### src/rtl/weight_loader.sv
// Streams DEPTH weight words from a valid/ready input into a weight-memory write port.
// Optional WEIGHT_LOADER_CHECKSUM_EN adds a trailing checksum word and error_o reporting.
module weight_loader #(
  parameter int DEPTH  = 784,
  parameter int WIDTH  = 8,
  parameter int ADDR_W = 10
) (
  input  logic              clk_i,
  input  logic              rst_ni,
  input  logic              start_i,
  input  logic [WIDTH-1:0]  data_i,
  input  logic              valid_i,
  output logic              ready_o,
  output logic              wr_en_o,
  output logic [ADDR_W-1:0] wr_addr_o,
  output logic [WIDTH-1:0]  wr_data_o,
  output logic              busy_o,
  output logic              done_o,
  output logic              error_o,
  output logic [1:0]        dbg_state_o
);

`ifdef WEIGHT_LOADER_CHECKSUM_EN
  typedef enum logic [1:0] {IDLE = 2'd0, LOAD = 2'd1, CHECK = 2'd2, DONE = 2'd3} state_e;
`else
  typedef enum logic [1:0] {IDLE = 2'd0, LOAD = 2'd1, DONE = 2'd3} state_e;
`endif

  state_e              state_q, state_d;
  logic [ADDR_W-1:0]   cnt_q;
  logic                wr_en_q;
  logic [ADDR_W-1:0]   wr_addr_q;
  logic [WIDTH-1:0]    wr_data_q;
  logic                load_start;
  logic                load_acc;
  logic                last_word;

  // Handshake: a word transfers on a rising edge where valid_i && ready_o; ready_o
  // is a pure function of the state, so it never depends on valid_i.
  assign load_start = ((state_q == IDLE) || (state_q == DONE)) && start_i;
  assign load_acc   = (state_q == LOAD) && valid_i;
  assign last_word  = (cnt_q == ADDR_W'(DEPTH - 1));

  always_ff @(posedge clk_i or negedge rst_ni) begin
    if (!rst_ni) begin
      state_q <= IDLE;
    end else begin
      state_q <= state_d;
    end
  end

  always_comb begin
    state_d = state_q;
    case (state_q)
      IDLE, DONE: begin
        if (start_i) state_d = LOAD;
      end
      LOAD: begin
        if (valid_i && last_word) begin
`ifdef WEIGHT_LOADER_CHECKSUM_EN
          state_d = CHECK;
`else
          state_d = DONE;
`endif
        end
      end
`ifdef WEIGHT_LOADER_CHECKSUM_EN
      CHECK: begin
        if (valid_i) state_d = DONE;
      end
`endif
      default: state_d = IDLE;
    endcase
  end

  always_ff @(posedge clk_i or negedge rst_ni) begin
    if (!rst_ni) begin
      cnt_q     <= '0;
      wr_en_q   <= 1'b0;
      wr_addr_q <= '0;
      wr_data_q <= '0;
    end else begin
      wr_en_q <= 1'b0;
      if (load_start) begin
        cnt_q <= '0;
      end else if (load_acc) begin
        wr_en_q   <= 1'b1;
        wr_addr_q <= cnt_q;
        wr_data_q <= data_i;
        cnt_q     <= cnt_q + 1'b1;
      end
    end
  end

`ifdef WEIGHT_LOADER_CHECKSUM_EN
  logic [WIDTH-1:0] csum_q;
  logic             error_q;
  logic             check_acc;

  assign check_acc = (state_q == CHECK) && valid_i;

  // Checksum wraps naturally at WIDTH bits.
  always_ff @(posedge clk_i or negedge rst_ni) begin
    if (!rst_ni) begin
      csum_q  <= '0;
      error_q <= 1'b0;
    end else if (load_start) begin
      csum_q  <= '0;
      error_q <= 1'b0;
    end else if (load_acc) begin
      csum_q <= csum_q + data_i;
    end else if (check_acc) begin
      error_q <= (data_i != csum_q);
    end
  end

  assign error_o = error_q;
  assign ready_o = (state_q == LOAD) || (state_q == CHECK);
`else
  assign error_o = 1'b0;
  assign ready_o = (state_q == LOAD);
`endif

  assign busy_o      = ready_o;
  assign done_o      = (state_q == DONE);
  assign wr_en_o     = wr_en_q;
  assign wr_addr_o   = wr_addr_q;
  assign wr_data_o   = wr_data_q;
  assign dbg_state_o = state_q;

endmodule

### config.mk
export PLATFORM = sky130hd
export DESIGN_NAME = weight_loader
export DESIGN_NICKNAME = d
export VERILOG_FILES = /design/src/rtl/weight_loader.sv
export SDC_FILE = /design/constraint.sdc
export NUM_CORES = 1
export LEC_CHECK = 0
export ABC_CLOCK_PERIOD_IN_PS = 2740
export BUFFER_PORTS_ARGS = -buffer_cell sky130_fd_sc_hd__buf_2
export CORE_UTILIZATION = 51
export DETAILED_ROUTE_END_ITERATION = 8
export PLACE_DENSITY = 0.78
export SLEW_MARGIN = 20
export SYNTH_ARGS = -nofsm -noshare
export SYNTH_HDL_FRONTEND = slang
export SYNTH_SLANG_ARGS = --single-unit
### constraint.sdc
create_clock -name clk_i -period 2.74 [get_ports clk_i]
set_input_delay 0 -clock clk_i [delete_from_list [all_inputs] [get_ports clk_i]]
set_output_delay 0 -clock clk_i [all_outputs]
set_load 0.01 [all_outputs]
After elaboration in Yosys (flattened, before gate mapping)
Cells that the tools add are included.
{"block": "word_totals", "reg_bits": 31, "latchBits": 0, "ram_bits": 0, "rom_bits": 0, "in_bits": 12, "output_inout_bits": 25, "word_cells": 28, "mem_count": 0}
{"block": "classes", "n_addsub": 1, "mul": 0, "n_div": 0, "order_cmp": 0, "n_eq_ne": 5, "shift": 0, "muxes": 7, "bitwise_logic": 1, "reduce_logical": 9}
{"operator": "10-bit two-way mux", "n": 2}
{"operator": "10-bit by 1-bit adder with 10-bit output, second input constant", "n": 1}
{"operator": "10-bit == test, second input constant", "n": 1}
{"operator": "2-bit two-way mux", "n": 2}
{"operator": "2-bit case mux with 2 select lines", "n": 1}
{"operator": "2-bit AND reduction", "n": 2}
{"operator": "1-bit logical AND", "n": 3}
{"operator": "2-bit by 1-bit == test with 1-bit output, second input constant", "n": 1}
{"operator": "2-bit == test, second input constant", "n": 1}
{"operator": "2-bit logical NOT", "n": 1}
{"operator": "1-bit two-way mux", "n": 2}
{"operator": "2-bit by 1-bit inequality test with 1-bit output, second input constant", "n": 1}
{"operator": "2-bit inequality test, second input constant", "n": 1}
{"operator": "2-bit nonzero test", "n": 1}
{"operator": "2-bit OR reduction", "n": 1}
{"operator": "1-bit logical OR", "n": 1}
{"operator": "1-bit inverter", "n": 1}

Depth between registers and ports, before layout
Gate-level depths: netlist of run 1.
{"block": "logic_depth", "depth_word": 5, "mapped_depth": 6, "ltp_nobuf": 6}

Least setup slack after synthesis of run 1
Ideal clock, no wire load.
{"block": "synth_path", "path_kind": "register to register", "start": "register state_q[0], in the netlist dbg_state_o[0]", "end": "register wr_data_q[0], in the netlist wr_data_o[0]", "setup_ns": 0.125, "t_arrival_ns": 1.877, "t_required_ns": 2.615, "path_slack_ns": 0.738, "path_stages_with_launch": 7, "path_buffers": 1, "synth_period_minus_slack_ns": 2.002, "cell_sequence": "dfrtp_1 inv_1 ha_1 and2_1 nor2_2 buf_2 mux2_2"}
{"block": "synth_between", "elab_chain_len": 5, "word_cells_on_any_way": 8, "classes_between": "2 x eq/ne; 1 x bitwise; 5 x reduce/logical"}
{"item": "start, declared", "line_no": "29", "rtl": "state_e state_q, state_d;"}
{"item": "start signal, assigned", "line_no": "48", "rtl": "state_q <= state_d;"}
{"item": "2-bit == test or 2-bit logical NOT (tied branches)", "line_no": "40", "rtl": "assign load_start = ((state_q == IDLE) || (state_q == DONE)) && start_i;"}
{"item": "1-bit logical OR", "line_no": "40"}
{"item": "1-bit logical AND", "line_no": "40"}
{"item": "1-bit inverter (no source line)"}
{"item": "2-bit AND reduction (no source line) *"}
{"item": "end signal, assigned", "line_no": "89", "rtl": "wr_data_q <= data_i;"}
{"item": "end, declared", "line_no": "33", "rtl": "logic [WIDTH-1:0] wr_data_q;"}
Every way passes the cells marked *; elsewhere a longest branch is shown, timed or not.
A chain may end at the register's enable or synchronous reset.

Worst setup path after layout of run 1
{"block": "layout_path", "start": "register state_q[0], in the netlist dbg_state_o[0]", "end": "register wr_addr_q[8], in the netlist wr_addr_o[8]"}
{"block": "layout_between", "elab_chain_len": 5, "word_cells_on_any_way": 8, "classes_between": "2 x eq/ne; 1 x bitwise; 5 x reduce/logical"}
{"item": "2-bit == test or 2-bit logical NOT (tied branches)", "line_no": "40"}
{"item": "1-bit logical OR", "line_no": "40"}
{"item": "1-bit logical AND", "line_no": "40"}
{"item": "1-bit inverter (no source line)"}
{"item": "2-bit AND reduction (no source line) *"}
{"item": "end signal, assigned", "line_no": "88", "rtl": "wr_addr_q <= cnt_q;"}
{"item": "end, declared", "line_no": "32", "rtl": "logic [ADDR_W-1:0] wr_addr_q;"}
Marked as above.

==> results.md, run 1 <==
- **outcome** completed
- **count of distinct cell types in the synthesized netlist** 26
- **cell family contributing the most delay on the critical path** simple AND/OR/NAND/NOR gates
- **y dimension of the die** 53.9 um
- **maximum number of pins on one net before global-route repair** 32
- **per-instance average area after synthesis** 12.5 um^2
- **share of the core filled with cells** 68.6%
- **violation count after the first detailed-routing iteration** 11
- **count of hold-fix buffers inserted at cts** 9
- **slew at the pin closest to its max-slew limit** 0.673 ns
- **maximum number of buffers from clock root to sink** 2
- **cells along the critical path** inv_1 -> ha_1 -> and2_1 -> nor2_2 -> buf_4 -> mux2_2
- **number of cells in the design after placement** 172
- **achievable clock frequency** 0.512 GHz
- **sequential element share of the synthesized area** 56.5%
- **worst path buffer plus inverter count** 2
- **total gr overflow** 0
- **power density over cell area** 715 mW/mm^2
- **worst-path maximum fanout** 19
- **Fin Clk Skew** 0.00628 ns
- **crit path launch type** register
- **synthesis-stage register bit count** 31
- **number of warnings issued by yosys** 0
- **period utilization** 71.3%
- **IO Count** 37
- **TritonCTS clock tree** yes
- **Max Slew Vio Count** 0
- **area growth from synthesis to final layout** 25.9%
- **number of levels in the clock H-tree** 2
- **total detailed-routing wirelength** 2.48 mm
- **net total in the final layout** 175
- **Final Hold Vio Count** 0
- **maximum cell stage delay along the critical path** 0.42 ns
- **headroom to the max-slew limit** 55.2%
- **die width** 53.9 um
- **Mapped Area** 0.00137 mm^2
- **clk root buf** sky130_fd_sc_hd__clkbuf_4
- **TritonCTS Sinks** 31
- **core region area** 0.00252 mm^2
- **top cells by area, synth** sky130_fd_sc_hd__dfrtp_1 (56%), sky130_fd_sc_hd__mux2_2 (15%), sky130_fd_sc_hd__ha_1 (4.6%)
- **TNS Setup** 0 ns
- **number of diodes** 0
- **Post-CTS Setup Repair Bufs** 0
- **Final Cell Area** 0.00173 mm^2
- **count of mapped cells out of synthesis** 110
- **total global routing track utilization** 19.9%
- **Final Critical Period** 1.95 ns
- **Resized cells post-CTS** 0
- **detailed-routing iteration count for the pre-antenna-repair pass** 4
- **clock-pin slew on the worst setup and hold paths** 0.09 ns
- **number of design rule violations left after detail routing** 0
- **arrival time of data at the critical path endpoint** 2.16 ns
- **via count** 964
- **final weighted congestion in routability-driven placement** 0.829
- **floorplan die area** 0.00291 mm^2
- **number of clock buffers inserted by TritonCTS** 5
- **wire length of the first global-routing pass** 3.92 mm
- **area fraction of the dominant cell type after synthesis** 56.5%
- **Worst path slowest cell** sky130_fd_sc_hd__dfrtp_1
- **worst ir drop on vdd** 0.728 mV
- **wire length the detailed router placed on met1** 1.11 mm
- **vias per cell** 5.10
- **Worst Path Required** 2.95 ns
- **leading cell types in the layout, fill and taps excluded** sky130_fd_sc_hd__buf_2 (35), sky130_fd_sc_hd__dfrtp_1 (31), sky130_fd_sc_hd__mux2_2 (18)
- **source-to-sink clock delay at the later pin of the worst-skew pair** 0.32 ns
- **number of placement rows** 18
- **uppermost metal layer occupied by signal nets** met4
- **metal3 WL** 120 um
- **number of global-route vias before repair** 868
- **RSZ-0062 raised after global routing** false
- **number of max-cap violations** 0
- **ratio of cells with drive above 1 in the final layout** 40.9%
- **count of input and output buffers** 35
- **critical path type** reg2reg
- **most common library cell in the layout ignoring fill and taps** sky130_fd_sc_hd__buf_2
- **path class of the lowest-slack min-delay path** in2reg
- **WL per Instance** 13.1 um
- **initial antenna violation count** 0
- **final setup fails** 0
- **effective utilization at floorplan** 54.5%
- **Worst Hold Slack** 0.0151 ns
- **remaining antenna violation count after routing** 0
- **post-synth top area cell** sky130_fd_sc_hd__dfrtp_1
- **met2 routed wirelength** 1.22 mm
- **Static Leak** 0.848 nW
- **Net Count, Synth** 127
- **count of filler cells inserted in the layout** 186
- **sort of element at the end of the critical path** register
- **post-route non-filler standard cell count** 189
- **dpl cell area** 0.00157 mm^2
- **Detail Placement HPWL** 1.72 mm
## cell usage after synthesis, drive strengths merged
master and number:
a21oi 3, and2 2, buf 3, clkbuf 1
conb 1, dfrtp 31, ha 5, inv 5
mux2 19, mux2i 1, nand2 6, nand3 3
nand4 4, nor2 9, nor3 2, nor4 1
o21ai 3, o41ai 1, or3 2, or4b 1
xnor2 5, xor2 2
## worst paths after layout
check	from	to	slack, ns	cells past startpoint
max	dbg_state_o[0]	wr_addr_o[8]	0.79	6
min	start_i	dbg_state_o[0]	0.02	3
max reg2reg	dbg_state_o[0]	wr_addr_o[8]	0.79	6
min reg2reg	wr_addr_o[6]	wr_addr_o[6]	0.51	1
max in group asynchronous	rst_ni	cnt_q[6]	2.07	2
min in group asynchronous	rst_ni	wr_addr_o[4]	0.24	2
## cell type report
cell class / count / area (um^2) / share of cell area, %
inverter: 5 / 18.8 / 1.09
timing repair buffer: 45 / 273 / 15.8
clock buffer: 8 / 68.8 / 3.98
tap: 30 / 37.5 / 2.17
multi-input combinational: 70 / 556 / 32.1
sequential: 31 / 776 / 44.9
## per-layer routing
metal	global-route usage (%)	vias up
met3	6.50	4
met5	0	-
met2	31.3	28
met1	24.5	459
li1	-	473
met4	9.21	0
## registers in the layout, summed over array words and instances (netlist names)
name         count
dbg_state_o      2
wr_addr_o       10
wr_en_o          1
cnt_q           10
wr_data_o        8
## logic make-up after synthesis
logic type | count (synthesis) | share of synthesized area (%)
flip-flops | 31 | 56.5
AND/OR/NAND/NOR | 30 | 10.9
multiplexers | 20 | 16.6
buffers and inverters | 9 | 3.10
AO/OA/AOI/OAI | 7 | 3.64
XOR/XNOR | 7 | 4.46
adder cells (fa/ha/maj) | 5 | 4.55
other | 1 | 0.273
## tightest hold or removal path, cell delays in order
cell and delay [ns]:
sky130_fd_sc_hd__buf_2 0.09, sky130_fd_sc_hd__o21ai_2 0.07, sky130_fd_sc_hd__mux2i_1 0.13
## stage by stage
step | total power, mW | setup slack (ns)
3_3_place_gp | 0.928 | 0.853
4_1_cts | 1.25 | 0.767
6_report | 1.24 | 0.787
2_1_floorplan | 0.822 | 0.738
5_1_grt | 1.32 | 0.663
3_5_place_dp | 0.943 | 0.778
## power breakdown
part	switching [mW]	internal, mW
combinational	0.141	0.151
clock	0.148	0.151
sequential	0.0882	0.558
total	0.377	0.859
No activity file was read; power rests on OpenSTA's default activity.
==> run 2: changes to the inputs <==
ABC_AREA = 1   (was default)
ABC_CLOCK_PERIOD_IN_PS = 1900   (was 2740)
CORE_UTILIZATION = 52   (was 51)
clock period = 1.9 ns   (was 2.74 ns; I/O delays follow)
==> results.md, run 2 <==
- **vias per cell** 4.94, -3.2%
- **count of mapped cells out of synthesis** 176, +60%
- **Final Cell Area** 0.00177 mm^2, +2.6%
- **Final Hold Vio Count** 0, unchanged
- **leading cell types in the layout, fill and taps excluded** sky130_fd_sc_hd__nand2_1 (65), sky130_fd_sc_hd__buf_2 (35), sky130_fd_sc_hd__dfrtp_1 (31)
- **core region area** 0.00259 mm^2, +2.7%
- **path class of the lowest-slack min-delay path** in2reg
- **per-instance average area after synthesis** 8.40 um^2, -33%
- **Worst path slowest cell** sky130_fd_sc_hd__dfrtp_1
- **top cell types by occurrence after synthesis** sky130_fd_sc_hd__nand2_1 (65), sky130_fd_sc_hd__dfrtp_1 (31), sky130_fd_sc_hd__inv_1 (17)
- **outcome** completed
- **maximum cell stage delay along the critical path** 0.45 ns, +0.03 ns
- **most common library cell in the layout ignoring fill and taps** sky130_fd_sc_hd__nand2_1
- **post-synth top area cell** sky130_fd_sc_hd__dfrtp_1
- **clk root buf** sky130_fd_sc_hd__clkbuf_4
- **sequential element share of the synthesized area** 52.5%, -4.0 points
- **EDFF count, synth** 0, unchanged
- **area fraction of the dominant cell type after synthesis** 52.5%, -4.0 points
- **violation count after the first detailed-routing iteration** 71, +60
- **die width** 55.3 um, +2.6%
- **post-route non-filler standard cell count** 251, +33%
- **proportion of total power due to net switching** 39.5%, +9.0 points
- **relative contribution of the clock network to total power** 18.0%, -6.2 points
- **net total in the final layout** 238, +36%
- **ratio of cells with drive above 1 in the final layout** 24.4%, -16 points
- **cell family contributing the most delay on the critical path** simple AND/OR/NAND/NOR gates
- **number of max-cap violations** 0, unchanged
- **power density over cell area** 1190 mW/mm^2, +67%
- **number of cells in the design after placement** 235, +37%
- **Detail Placement HPWL** 1.97 mm, +15%
- **number of clock buffers inserted by TritonCTS** 5, unchanged
- **headroom to the max-slew limit** 54.7%, -0.43 points
- **sequential group share of total power** 43.7%, -8.6 points
- **crit path launch type** register
- **TNS Setup** 0 ns, unchanged
- **final setup fails** 0, unchanged
- **remaining antenna violation count after routing** 0, unchanged
- **number of warnings issued by yosys** 0, unchanged
- **Static Leak** 0.978 nW, +15%
- **count of distinct cell types in the synthesized netlist** 22, -15%
- **maximum number of buffers from clock root to sink** 2, unchanged
- **number of diodes** 0, unchanged
- **critical path type** reg2reg
- **effective utilization at floorplan** 57.1%, +2.6 points
- **dominant register cell in the synthesized netlist** sky130_fd_sc_hd__dfrtp_1
- **TritonCTS Sinks** 31, unchanged
- **total net switching power** 835 uW, +120%
- **wire length of the first global-routing pass** 5.05 mm, +29%
- **Worst Path Required** 2.14 ns, -0.81 ns
- **total gr overflow** 0, unchanged
- **achievable clock frequency** 0.610 GHz, +19%
- **slew at the pin closest to its max-slew limit** 0.679 ns, +0.00647 ns
- **number of placement rows** 18, unchanged
- **worst-path maximum fanout** 29, +10
- **RSZ-0062 raised after global routing** false
- **worst path buffer plus inverter count** 2, unchanged
- **Worst Hold Slack** 0.0793 ns, +0.0642 ns
- **initial antenna violation count** 0, unchanged
- **setup ws final** 0.260 ns, -0.526 ns
- **total detailed-routing wirelength** 2.91 mm, +17%
- **count of input and output buffers** 35, unchanged
- **total global routing track utilization** 20.9%, +0.97 points
- **Fin Clk Skew** 0.00541 ns, -0.000871 ns
- **Max Slew Vio Count** 0, unchanged
- **period utilization** 86.3%, +15 points
- **top cells by area, synth** sky130_fd_sc_hd__dfrtp_1 (52%), sky130_fd_sc_hd__nand2_1 (17%), sky130_fd_sc_hd__o21ai_0 (4.7%)
- **sort of element at the end of the critical path** register
- **TritonCTS clock tree** yes
- **cells along the critical path** inv_1 -> ha_1 -> nand2_2 -> nand2_4 -> inv_6 -> nand3_1 -> o21ai_0
- **logic gate share of total power** 38.3%, +15 points
- **area growth from synthesis to final layout** 20.1%
- **Resized cells post-CTS** 0, unchanged
- **Async S/R FF share, synth** 100%, unchanged
- **number of levels in the clock H-tree** 2, unchanged
- **final weighted congestion in routability-driven placement** 0.831, +0.23%
- **cell with the most instances after synthesis** sky130_fd_sc_hd__nand2_1
- **Mapped Area** 0.00148 mm^2, +7.6%
- **number of global-route vias before repair** 1185, +37%
- **via count** 1239, +29%
- **Net Count, Synth** 193, +52%
- **number of design rule violations left after detail routing** 0, unchanged
- **clock-pin slew on the worst setup and hold paths** 0.09 ns, about the same
- **source-to-sink clock delay at the later pin of the worst-skew pair** 0.32 ns, about the same
- **share of the core filled with cells** 68.5%, about the same
- **detailed-routing iteration count for the pre-antenna-repair pass** 4, unchanged
- **maximum number of pins on one net before global-route repair** 32, unchanged
- **PnR Total Power** 2.12 mW, +71%
- **floorplan die area** 0.00306 mm^2, +5.3%
- **worst ir drop on vdd** 0.950 mV, +31%
- **IO Count** 37, unchanged
- **arrival time of data at the critical path endpoint** 1.88 ns, -0.28 ns
- **worst slack at placement** 0.263 ns, -0.515 ns
- **dpl cell area** 0.00163 mm^2, +3.7%
- **Final Critical Period** 1.64 ns, -0.314 ns
- **y dimension of the die** 55.3 um, +2.6%
- **WL per Instance** 11.6 um, -12%
- **internal power contribution** 1.28 mW, +49%
- **synthesis-stage register bit count** 31, unchanged
- **count of filler cells inserted in the layout** 210, +13%
## run 2: area by class of cell
class	instances	area, um^2	area share [%]
Clock buffer	6	51.3	2.89
Clock inverter	1	5.00	0.282
Inverter	20	82.6	4.65
Multi-Input combinational cell	119	557	31.4
Sequential cell	31	776	43.7
Tap cell	30	37.5	2.12
Timing Repair Buffer	44	265	15.0
## run 2: cells by family (layout without fill, tap and decap cells)
family	after synthesis	in the layout	synth area share, %
AOI/OAI and AO/OA	18	18	6.35
adders and majority gates	5	5	4.23
buffers and inverters	26	71	9.82
DFF	31	31	52.5
other	1	1	0.254
and+or+nand+nor	95	95	26.8
## run 2: repair_timing
item                      in CTS  in global routing
buffers inserted               0                  0
hold endpoints to repair      39                  0
hold buffers                   9                  0
## run 2: worst paths after layout
check | to | cells past startpoint | slack, ns | start
worst max register to register | cnt_q[4] | 7 | 0.26 | dbg_state_o[0]
worst min register to register | wr_addr_o[2] | 2 | 0.49 | wr_addr_o[2]
max in group asynchronous | wr_addr_o[5] | 2 | 1.21 | rst_ni
worst min-delay path | cnt_q[1] | 4 | 0.08 | valid_i
min in group asynchronous | wr_addr_o[0] | 2 | 0.25 | rst_ni
worst max-delay path | cnt_q[4] | 7 | 0.26 | dbg_state_o[0]
## run 2: worst reg2reg max path: stages (launching register included)
cell	delay, ns
sky130_fd_sc_hd__dfrtp_1	0.45
sky130_fd_sc_hd__inv_1	0.07
sky130_fd_sc_hd__ha_1	0.32
sky130_fd_sc_hd__nand2_2	0.19
sky130_fd_sc_hd__nand2_4	0.22
sky130_fd_sc_hd__inv_6	0.17
sky130_fd_sc_hd__nand3_1	0.08
sky130_fd_sc_hd__o21ai_0	0.07
## run 2: power groups by stage
stage | Clock (mW) | Sequential [mW] | Combinational [mW]
2_1_floorplan | 0 | 0.988 | 0.536
3_3_place_gp | 0 | 0.925 | 0.768
3_5_place_dp | 0 | 0.933 | 0.795
4_1_cts | 0.396 | 0.922 | 0.815
5_1_grt | 0.423 | 0.943 | 0.912
6_report | 0.380 | 0.924 | 0.811
## run 2: layer usage
layer	part of all wire (%)	track usage (%)
met5	0	0
met4	0.14	5.36
met3	6.4	7.26
met2	50	34.3
met1	44	26.3
==> run 3: changes to the inputs <==
ABC_CLOCK_PERIOD_IN_PS = default   (was 1900)
BUFFER_PORTS_ARGS = default   (was -buffer_cell sky130_fd_sc_hd__buf_2)
CORE_MARGIN = 2   (was default)
CORE_UTILIZATION = 60   (was 52)
DONT_BUFFER_PORTS = 1   (was default)
PLACE_DENSITY = 0.76   (was 0.78)
==> results.md, run 3 (synthesized netlist as in run 2, its figures left out) <==
- **Worst Path Required** 2.14 ns, about the same
- **period utilization** 90.4%, +4.1 points
- **die width** 53.6 um, -3.0%
- **sequential group share of total power** 51.1%, +7.4 points
- **total gr overflow** 0, unchanged
- **r2r setup slk** 0.18 ns, -0.08 ns
- **via count** 1139, -8.1%
- **area growth from synthesis to final layout** 10.9%
- **arrival time of data at the critical path endpoint** 1.96 ns, +0.08 ns
- **cells along the critical path** inv_1 -> ha_1 -> nand2_2 -> nand2_4 -> inv_6 -> nand3_1 -> o21ai_0
- **maximum number of buffers from clock root to sink** 2, unchanged
- **logic gate share of total power** 29.8%, -8.5 points
- **floorplan die area** 0.00288 mm^2, -6.0%
- **ratio of cells with drive above 1 in the final layout** 11.1%, -13 points
- **worst path buffer plus inverter count** 2, unchanged
- **number of max-cap violations** 0, unchanged
- **Final Hold Vio Count** 0, unchanged
- **Worst path slowest cell** sky130_fd_sc_hd__dfrtp_1
- **clk root buf** sky130_fd_sc_hd__clkbuf_4
- **number of diodes** 0, unchanged
- **relative contribution of the clock network to total power** 19.1%, +1.1 points
- **number of design rule violations left after detail routing** 0, unchanged
- **total global routing track utilization** 22.2%, +1.4 points
- **TNS Setup** 0 ns, unchanged
- **internal power contribution** 1.18 mW, -7.7%
- **effective utilization at floorplan** 64.9%, +7.9 points
- **number of global-route vias before repair** 1089, -8.1%
- **destination of the worst hold path** dbg_state_o[0]
- **total detailed-routing wirelength** 2.86 mm, -1.5%
- **sort of element at the end of the critical path** register
- **source-to-sink clock delay at the later pin of the worst-skew pair** 0.32 ns, about the same
- **power density over cell area** 1200 mW/mm^2, +0.95%
- **RSZ-0062 raised after global routing** false
- **TritonCTS clock tree** yes
- **worst slack at placement** 0.109 ns, -0.155 ns
- **worst-path maximum fanout** 29, unchanged
- **maximum cell stage delay along the critical path** 0.49 ns, +0.04 ns
- **violation count after the first detailed-routing iteration** 15, -79%
- **Max Slew Vio Count** 0, unchanged
- **number of clock buffers inserted by TritonCTS** 5, unchanged
- **final weighted congestion in routability-driven placement** 0.865, +4.2%
- **most common library cell in the layout ignoring fill and taps** sky130_fd_sc_hd__nand2_1
- **outcome** completed
- **TritonCTS Sinks** 31, unchanged
- **number of placement rows** 17, -1
- **cell family contributing the most delay on the critical path** simple AND/OR/NAND/NOR gates
- **path class of the lowest-slack min-delay path** in2reg
- **final setup fails** 0, unchanged
- **Worst Hold Launch** valid_i
- **Final Critical Period** 1.72 ns, +0.0782 ns
- **vias per cell** 5.25, +6.3%
- **WL per Instance** 13.2 um, +14%
- **Reg2Reg Capture Point** cnt_q[4]
- **r2r worst-path depth** 7, unchanged
- **worst ir drop on vdd** 0.998 mV, +5.0%
- **leading cell types in the layout, fill and taps excluded** sky130_fd_sc_hd__nand2_1 (65), sky130_fd_sc_hd__dfrtp_1 (31), sky130_fd_sc_hd__inv_1 (17)
- **initial antenna violation count** 0, unchanged
- **Static Leak** 0.834 nW, -15%
- **wire length of the first global-routing pass** 4.51 mm, -11%
- **setup ws final** 0.182 ns, -0.0782 ns
- **proportion of total power due to net switching** 40.1%, +0.65 points
- **count of input and output buffers** 0, -100%
- **clock-pin slew on the worst setup and hold paths** 0.09 ns, about the same
- **cell count of the worst hold path** 6, +2
- **y dimension of the die** 53.6 um, -3.0%
- **Critical R2R Launch** dbg_state_o[0]
- **achievable clock frequency** 0.582 GHz, -4.6%
- **net total in the final layout** 206, -13%
- **crit path launch type** register
- **maximum number of pins on one net before global-route repair** 32, unchanged
- **total net switching power** 792 uW, -5.2%
- **detailed-routing iteration count for the pre-antenna-repair pass** 4, unchanged
- **Detail Placement HPWL** 1.93 mm, -2.4%
- **core region area** 0.00228 mm^2, -12%
- **critical path type** reg2reg
- **number of levels in the clock H-tree** 2, unchanged
- **Fin Clk Skew** 0.00712 ns, +0.00171 ns
- **IO Count** 37, unchanged
- **remaining antenna violation count after routing** 0, unchanged
==> run 3: how the worst max path moves through the flow <==
stage	from	endpoint	slack [ns]	cells after the start
2_1_floorplan	dbg_state_o[1]	wr_addr_o[0]	0.38	9
3_3_place_gp	dbg_state_o[1]	cnt_q[4]	0.19	8
3_5_place_dp	dbg_state_o[1]	cnt_q[4]	0.11	8
4_1_cts	dbg_state_o[1]	cnt_q[4]	0.09	8
5_1_grt	dbg_state_o[0]	cnt_q[4]	0.03	7
6_report	dbg_state_o[0]	cnt_q[4]	0.18	7
==> run 3: power by group through the flow <==
stage / Sequential (mW) / Clock (mW) / Combinational, mW
floorplan: 0.988 / 0 / 0.536
global placement: 1.01 / 0 / 0.517
detailed placement: 1.02 / 0 / 0.544
CTS: 1.01 / 0.391 / 0.584
global route: 1.03 / 0.428 / 0.667
finish: 1.01 / 0.377 / 0.589
==> run 3: worst min-delay path: stages <==
cell	delay, ns
sky130_fd_sc_hd__nand3_1	0.06
sky130_fd_sc_hd__nor2_1	0.05
sky130_fd_sc_hd__nand2_1	0.04
sky130_fd_sc_hd__nand2_1	0.07
sky130_fd_sc_hd__nand3_1	0.08
sky130_fd_sc_hd__nand2_1	0.05
==> run 3: what timing repair did <==
item	CTS	global route
hold buffers	12	0
buffers inserted	0	0
hold endpoints to repair	50	0
resized for setup	0	1
endpoints found under the setup margin	0	1
==> run 3: final cells by class <==
type,count,area (um^2)
Multi-Input combinational cell,119,559
Sequential cell,31,776
Clock buffer,6,51.3
Inverter,20,82.6
Tap cell,28,35.0
Clock inverter,1,5.00
Timing Repair Buffer,12,130
Fill cell,179,637
==> run 3: routing by layer <==
metal	up-vias	routed length, um	GRT usage [%]
met5	-	0	0
met4	0	22	5.13
met3	3	249	8.89
met2	46	1440	41.2
met1	524	1150	23.5
li1	566	-	-
==> run 3: per-stage QoR <==
step                cell area, um^2  utilization (%)  hold WS, ns  instances  total power, mW
finish                         1640             72.0       0.0612        217             1.97
global route                   1640             72.0        0.106        217             2.13
CTS                            1640             71.9       0.0591        217             1.98
detailed placement             1450             63.7       -0.295        198             1.56
global placement               1450             63.7       -0.295        198             1.53
floorplan                      1480                -       -0.296        176             1.52
